`src/rtl/tone_queue_player.sv`:
```
// Queued square-wave tone player: a FIFO of (duration ms, half-period us)
// notes played back-to-back, with rests, abort/flush and queue status.
//
// state | meaning
// ------+-------------------------------------------------------------
// IDLE  | nothing playing; pops the head note when the queue is non-empty
// PLAY  | a note is sounding (or resting); timers run
// SKIP  | a note just ended and the head has zero duration; discard such
//       | heads one per cycle, then load the next real note or finish
module tone_queue_player #(
  parameter int CLOCK_HZ         = 10_000_000,
  parameter int DEPTH            = 8,
  parameter int DURATION_WIDTH   = 16,
  parameter int HALFPERIOD_WIDTH = 16
) (
  input  logic                          Clock,
  input  logic                          Reset,
  input  logic                          Push_i,
  input  logic [DURATION_WIDTH-1:0]     Duration_ms_i,
  input  logic [HALFPERIOD_WIDTH-1:0]   HalfPeriod_us_i,
  input  logic                          Abort_i,
  output logic                          SoundWave_o,
  output logic                          Busy_o,
  output logic                          NoteDone_o,
  output logic                          QueueDone_o,
  output logic                          Full_o,
  output logic                          Empty_o,
  output logic [$clog2(DEPTH+1)-1:0]    Count_o,
  output logic                          Overflow_o
);

  localparam int DIV  = CLOCK_HZ / 1_000_000;
  localparam int US_W = (DIV > 1) ? $clog2(DIV) : 1;
  localparam int PW   = $clog2(DEPTH);
  localparam int CW   = $clog2(DEPTH + 1);

  typedef enum logic [1:0] {IDLE, PLAY, SKIP} state_t;

  state_t state_q, state_d;

  logic [DURATION_WIDTH-1:0]   dur_mem [DEPTH];
  logic [HALFPERIOD_WIDTH-1:0] hp_mem  [DEPTH];
  logic [PW-1:0]               wr_ptr, rd_ptr;
  logic [CW-1:0]               count_d;
  logic [DURATION_WIDTH-1:0]   head_dur;
  logic [HALFPERIOD_WIDTH-1:0] head_hp;

  logic [US_W-1:0]             us_cnt;
  logic [9:0]                  ms_cnt;
  logic [DURATION_WIDTH-1:0]   dur_cnt;
  logic [HALFPERIOD_WIDTH-1:0] hp_cnt, hp_reg;
  logic                        wave_q, wave_d;

  logic push_acc, pop, load, note_done_d, queue_done_d;
  logic us_tick, ms_tick, note_end, hp_hit;

  assign head_dur = dur_mem[rd_ptr];
  assign head_hp  = hp_mem[rd_ptr];

  // Abort wins over a same-cycle push; a full queue never accepts, even with a pop.
  assign push_acc = Push_i && !Full_o && !Abort_i;
  assign count_d  = Abort_i ? '0 : Count_o + CW'(push_acc) - CW'(pop);

  assign us_tick  = (state_q == PLAY) && (us_cnt == US_W'(DIV - 1));
  assign ms_tick  = us_tick && (ms_cnt == 10'd999);
  assign note_end = ms_tick && (dur_cnt == DURATION_WIDTH'(1));
  assign hp_hit   = us_tick && (hp_reg != '0) &&
                    (hp_cnt == hp_reg - HALFPERIOD_WIDTH'(1));

  // Next-state, pop/load strobes, done pulses and next wave level.
  always_comb begin
    state_d      = state_q;
    pop          = 1'b0;
    load         = 1'b0;
    note_done_d  = 1'b0;
    queue_done_d = 1'b0;
    case (state_q)
      IDLE: begin
        if (!Empty_o) begin
          pop = 1'b1;
          if (head_dur == '0) begin
            note_done_d = 1'b1;
          end else begin
            load    = 1'b1;
            state_d = PLAY;
          end
        end
      end
      PLAY: begin
        if (note_end) begin
          note_done_d = 1'b1;
          if (Empty_o) begin
            state_d      = IDLE;
            queue_done_d = 1'b1;
          end else if (head_dur != '0) begin
            pop  = 1'b1;
            load = 1'b1;
          end else begin
            state_d = SKIP;
          end
        end
      end
      SKIP: begin
        if (Empty_o) begin
          state_d      = IDLE;
          queue_done_d = 1'b1;
        end else begin
          pop = 1'b1;
          if (head_dur == '0) begin
            note_done_d = 1'b1;
          end else begin
            load    = 1'b1;
            state_d = PLAY;
          end
        end
      end
      default: state_d = IDLE;
    endcase
    if (Abort_i) begin
      state_d      = IDLE;
      pop          = 1'b0;
      load         = 1'b0;
      note_done_d  = 1'b0;
      queue_done_d = 1'b0;
    end
    wave_d = wave_q;
    if (load || state_d != PLAY) begin
      wave_d = 1'b0;
    end else if (hp_hit) begin
      wave_d = ~wave_q;
    end
  end

  // Note storage; contents need no reset since the pointers gate every read.
  always_ff @(posedge Clock) begin
    if (push_acc) begin
      dur_mem[wr_ptr] <= Duration_ms_i;
      hp_mem[wr_ptr]  <= HalfPeriod_us_i;
    end
  end

  // FIFO pointers, occupancy flags and overflow pulse.
  always_ff @(posedge Clock) begin
    if (!Reset || Abort_i) begin
      wr_ptr     <= '0;
      rd_ptr     <= '0;
      Count_o    <= '0;
      Empty_o    <= 1'b1;
      Full_o     <= 1'b0;
      Overflow_o <= 1'b0;
    end else begin
      if (push_acc) wr_ptr <= wr_ptr + PW'(1);
      if (pop)      rd_ptr <= rd_ptr + PW'(1);
      Count_o    <= count_d;
      Empty_o    <= (count_d == '0);
      Full_o     <= (count_d == CW'(DEPTH));
      Overflow_o <= Push_i && Full_o;
    end
  end

  // us/ms prescalers, duration down-counter and half-period timer.
  always_ff @(posedge Clock) begin
    if (!Reset) begin
      us_cnt  <= '0;
      ms_cnt  <= '0;
      dur_cnt <= '0;
      hp_cnt  <= '0;
      hp_reg  <= '0;
    end else if (load) begin
      us_cnt  <= '0;
      ms_cnt  <= '0;
      hp_cnt  <= '0;
      dur_cnt <= head_dur;
      hp_reg  <= head_hp;
    end else if (state_q == PLAY) begin
      us_cnt <= us_tick ? '0 : us_cnt + US_W'(1);
      if (us_tick) begin
        ms_cnt <= ms_tick ? '0 : ms_cnt + 10'd1;
        hp_cnt <= hp_hit ? '0 : hp_cnt + HALFPERIOD_WIDTH'(1);
        if (ms_tick) dur_cnt <= dur_cnt - DURATION_WIDTH'(1);
      end
    end
  end

  // State register and registered playback outputs.
  always_ff @(posedge Clock) begin
    if (!Reset) begin
      state_q     <= IDLE;
      wave_q      <= 1'b0;
      Busy_o      <= 1'b0;
      SoundWave_o <= 1'b0;
      NoteDone_o  <= 1'b0;
      QueueDone_o <= 1'b0;
    end else begin
      state_q     <= state_d;
      wave_q      <= wave_d;
      Busy_o      <= (state_d != IDLE);
      SoundWave_o <= wave_d && (state_d != IDLE);
      NoteDone_o  <= note_done_d;
      QueueDone_o <= queue_done_d;
    end
  end

endmodule

```
`config.mk`:
```
export PLATFORM = sky130hd
export DESIGN_NAME = tone_queue_player
export DESIGN_NICKNAME = d
export VERILOG_FILES = /design/src/rtl/tone_queue_player.sv
export SDC_FILE = /design/constraint.sdc
export NUM_CORES = 1
export LEC_CHECK = 0
export CAP_MARGIN = 20
export CORE_MARGIN = 5
export CORE_UTILIZATION = 40
export CTS_BUF_LIST = sky130_fd_sc_hd__clkbuf_8
export DETAILED_ROUTE_END_ITERATION = 12
export DONT_BUFFER_PORTS = 1
export GPL_ROUTABILITY_DRIVEN = 0
export PLACE_DENSITY = 0.64
export SYNTH_ARGS = -nofsm -noshare
export SYNTH_HDL_FRONTEND = slang
export SYNTH_SLANG_ARGS = --single-unit
export TNS_END_PERCENT = 10
```
`constraint.sdc`:
```
create_clock -name Clock -period 4.4 [get_ports Clock]
set_input_delay 0.66 -clock Clock [delete_from_list [all_inputs] [get_ports Clock]]
set_output_delay 0.66 -clock Clock [all_outputs]
set_load 0.02 [all_outputs]
```
==> qor.yml <==
yosys:
  ys_top_cells_by_area: "edfxtp_1 (54%), dfxtp_1 (12%), mux4_2 (10%), mux2i_1 (2.8%), o211a_1 (2.1%)"
  syn-cell-area_sq_um: 14100
  ys_seq_area_frac: 0.664
  ys_warn_count: 0
  yosysMostFrequentCell: "edfxtp_1"
  syn-num-nets: 954
  synth_area_leader_cell: "edfxtp_1"
  synth_common_cells: "edfxtp_1 (256), dfxtp_1 (85), mux4_2 (64), nand2_1 (62), nor2_1 (60)"
  ys_seq_elements: 341
  synth_ff_type: "edfxtp_1"
  synth_cell_types: 67
  synth_edf_count: 256
  synth_top_area_frac: 0.544
  async_flop_share: 0
  synthCells: 901
  synth.avg_cell_area_sq_um: 15.7
placement:
  dp_hpwl_um: 17700
  io_buffers: 0
  dpl.cell_count: 1337
  place_area_sq_um: 14800
grt:
  use_met3: 0.0344
  grtUsageTotal: 0.149
  busiest_layer: "met2"
  grt_util_met1: 0.207
  met2_usage: 0.236
  grt_max_degree: 37
  antenna_found_initial: 0
  grt_pass1_vias: 7716
  overflow: 0
  grt_pass1_wl_um: 45300
detailed_routing:
  drtIter0Drc: 715
  finalWirelength_um: 28600
  wl_per_cell_um: 19.9
  drc: 0
  drt_pass1_iterations: 5
  ant_nets: 0
  vias_per_cell: 5.34
  num_vias: 7679
clocking:
  cts_tree: "built"
  htree_levels: 2
  postCtsResizedCells: 0
  clock_path_buffers: 3
  cts_hold_buf: 0
  clockRootBuffer: "clkbuf_8"
  cts.clk_slew.worst_paths_ns: 0.06
  cts_buffers: 54
  cts_setup_buffers: 0
  cts.sinks: 341
  worstSkewPairLatency_ns: 0.60
timing:
  finalHoldViolCount: 0
  worst_slew_margin_rel: 0.385
  fin_tns_setup_ns: 0
  fin_skew_ns: 0.0362
  fin_crit_ns: 4.00
  finalSetupViolCount: 0
  fin_crit_sh: 0.908
  tightest_slew_ns: 0.920
  max_freq_mhz: 250
  grt_setup_unrepaired: "no"
  report.final.slew_viol_count: 0
final_layout:
  fin_nets: 991
  layout-drive-gt1-share: 0.186
  antenna_cells: 0
  final_area_sq_um: 15900
  final_cells: 1439
  n_fill_cell: 3029
  top_regs: "dur_mem (128), hp_mem (128)"
  area_delta_synth_final_pct: 12.7
min_path:
  min-delay-start: "Duration_ms_i[15]"
  hp-class: "input pin to flip-flop"
  worstHoldPathCells: 0
  min_to: "dur_mem[5][15]"
floorplan:
  die_y_um: 198
  die_w_um: 198
  num_rows: 68
  start_util: 0.407
  pin_count: 47
  coreArea_sq_um: 34700
  dieArea_sq_um: 39200
power:
  power.density_nw_per_um2: 422
  p_leak_nw: 5.56
  vdd_drop_max_mv: 0.182
setup_path:
  reg2reg_slack_ns: 0.40
  reg2reg_to: "Empty_o"
  worstSetupStartpointType: "flip-flop"
  crit_type: "flip-flop to flip-flop"
  required_ns: 4.93
  cp_max_fo: 24
  worstPathArrival_ns: 4.52
  crit_path_end_kind: "flip-flop"
  r2r_cells: 13
job:
  max_cap_violations: 0
run_status:
  status: "finished, final reports clean"
[power breakdown]
part | internal (mW) | switching [mW]
registers | 3.51 | 0.0565
logic | 0.162 | 0.196
clock network | 1.58 | 1.23
total | 5.25 | 1.48
[per-layer routing]
layer	wire [um]	vias up
li1	-	3580
met1	13100	3887
met2	13400	168
met3	1490	44
met4	547	0
met5	0	-
[kinds of logic (layout without fill, tap and decap cells)]
group           Yosys count  after routing  share of synthesized area
flops                   341            341                      0.664
simple gates            232            232                     0.0858
mux                     103            103                      0.130
compound gates           92             92                     0.0513
xor+xnor                 59             59                     0.0365
buf+inv                  57            140                     0.0174
fa+ha+maj                17             17                     0.0156
[cell type report]
class	instances	area, sq um	area share
Multi-Input combinational cell	503	4580	0.287
Sequential cell	341	9390	0.589
Clock buffer	58	798	0.0501
Timing Repair Buffer	24	205	0.0129
Tap cell	455	569	0.0357
Clock inverter	44	343	0.0215
Inverter	14	52.6	0.00330
[worst max-delay path, stage by stage (launching register included)]
cell and delay (ns):
dfxtp_2 0.47, buf_12 0.26, mux4_2 0.53, mux2i_1 0.22, nand4_1 0.25, or4_4 0.60, a21boi_4 0.21, or3_1 0.21
nand2_1 0.07, ha_1 0.22, fa_1 0.39, xnor2_1 0.21, nand2_1 0.10, o21ai_0 0.15
[layout by cell type, fill, tap and decap left out, drive strengths merged, types with 3 or more instances in the layout]
master,Yosys,final
and3,6,6
nand3,8,8
nand4b,3,3
bufinv,0,6
o21ai,14,14
o21a,3,3
nor4,10,10
or4,5,5
clkbuf,26,58
ha,16,16
mux4,64,64
xor2,33,33
clkinv,0,19
xnor2,26,26
a21oi,16,16
dfxtp,85,85
and2,6,6
nand4,14,14
or3,6,6
edfxtp,256,256
o211a,30,30
nor2,60,60
nor3,26,26
nor2b,7,7
inv,14,32
buf,17,24
nand2,62,62
nand2b,8,8
mux2i,39,39
[stage by stage]
stage / setup slack [ns] / utilization / hold WS [ns] / total power, mW
after global routing: 0.0580 / 0.459 / 0.104 / 7.00
after detailed placement: 0.303 / 0.426 / 0.503 / 3.99
final: 0.405 / 0.459 / 0.149 / 6.73
after floorplan: 0.438 / - / 0.475 / 3.91
after global placement: 0.396 / 0.426 / 0.497 / 3.99
after CTS: 0.267 / 0.459 / 0.102 / 6.79
[worst max-delay path by stage]
stage,endpoint,slack [ns],start
detailed placement,Empty_o,0.30,flip-flop
global placement,Empty_o,0.40,flip-flop
finish,Empty_o,0.40,flip-flop
global route,Empty_o,0.06,flip-flop
floorplan,dur_mem[0][0],0.44,Push_i
CTS,Empty_o,0.27,flip-flop
Power figures use the tool's default switching activity.
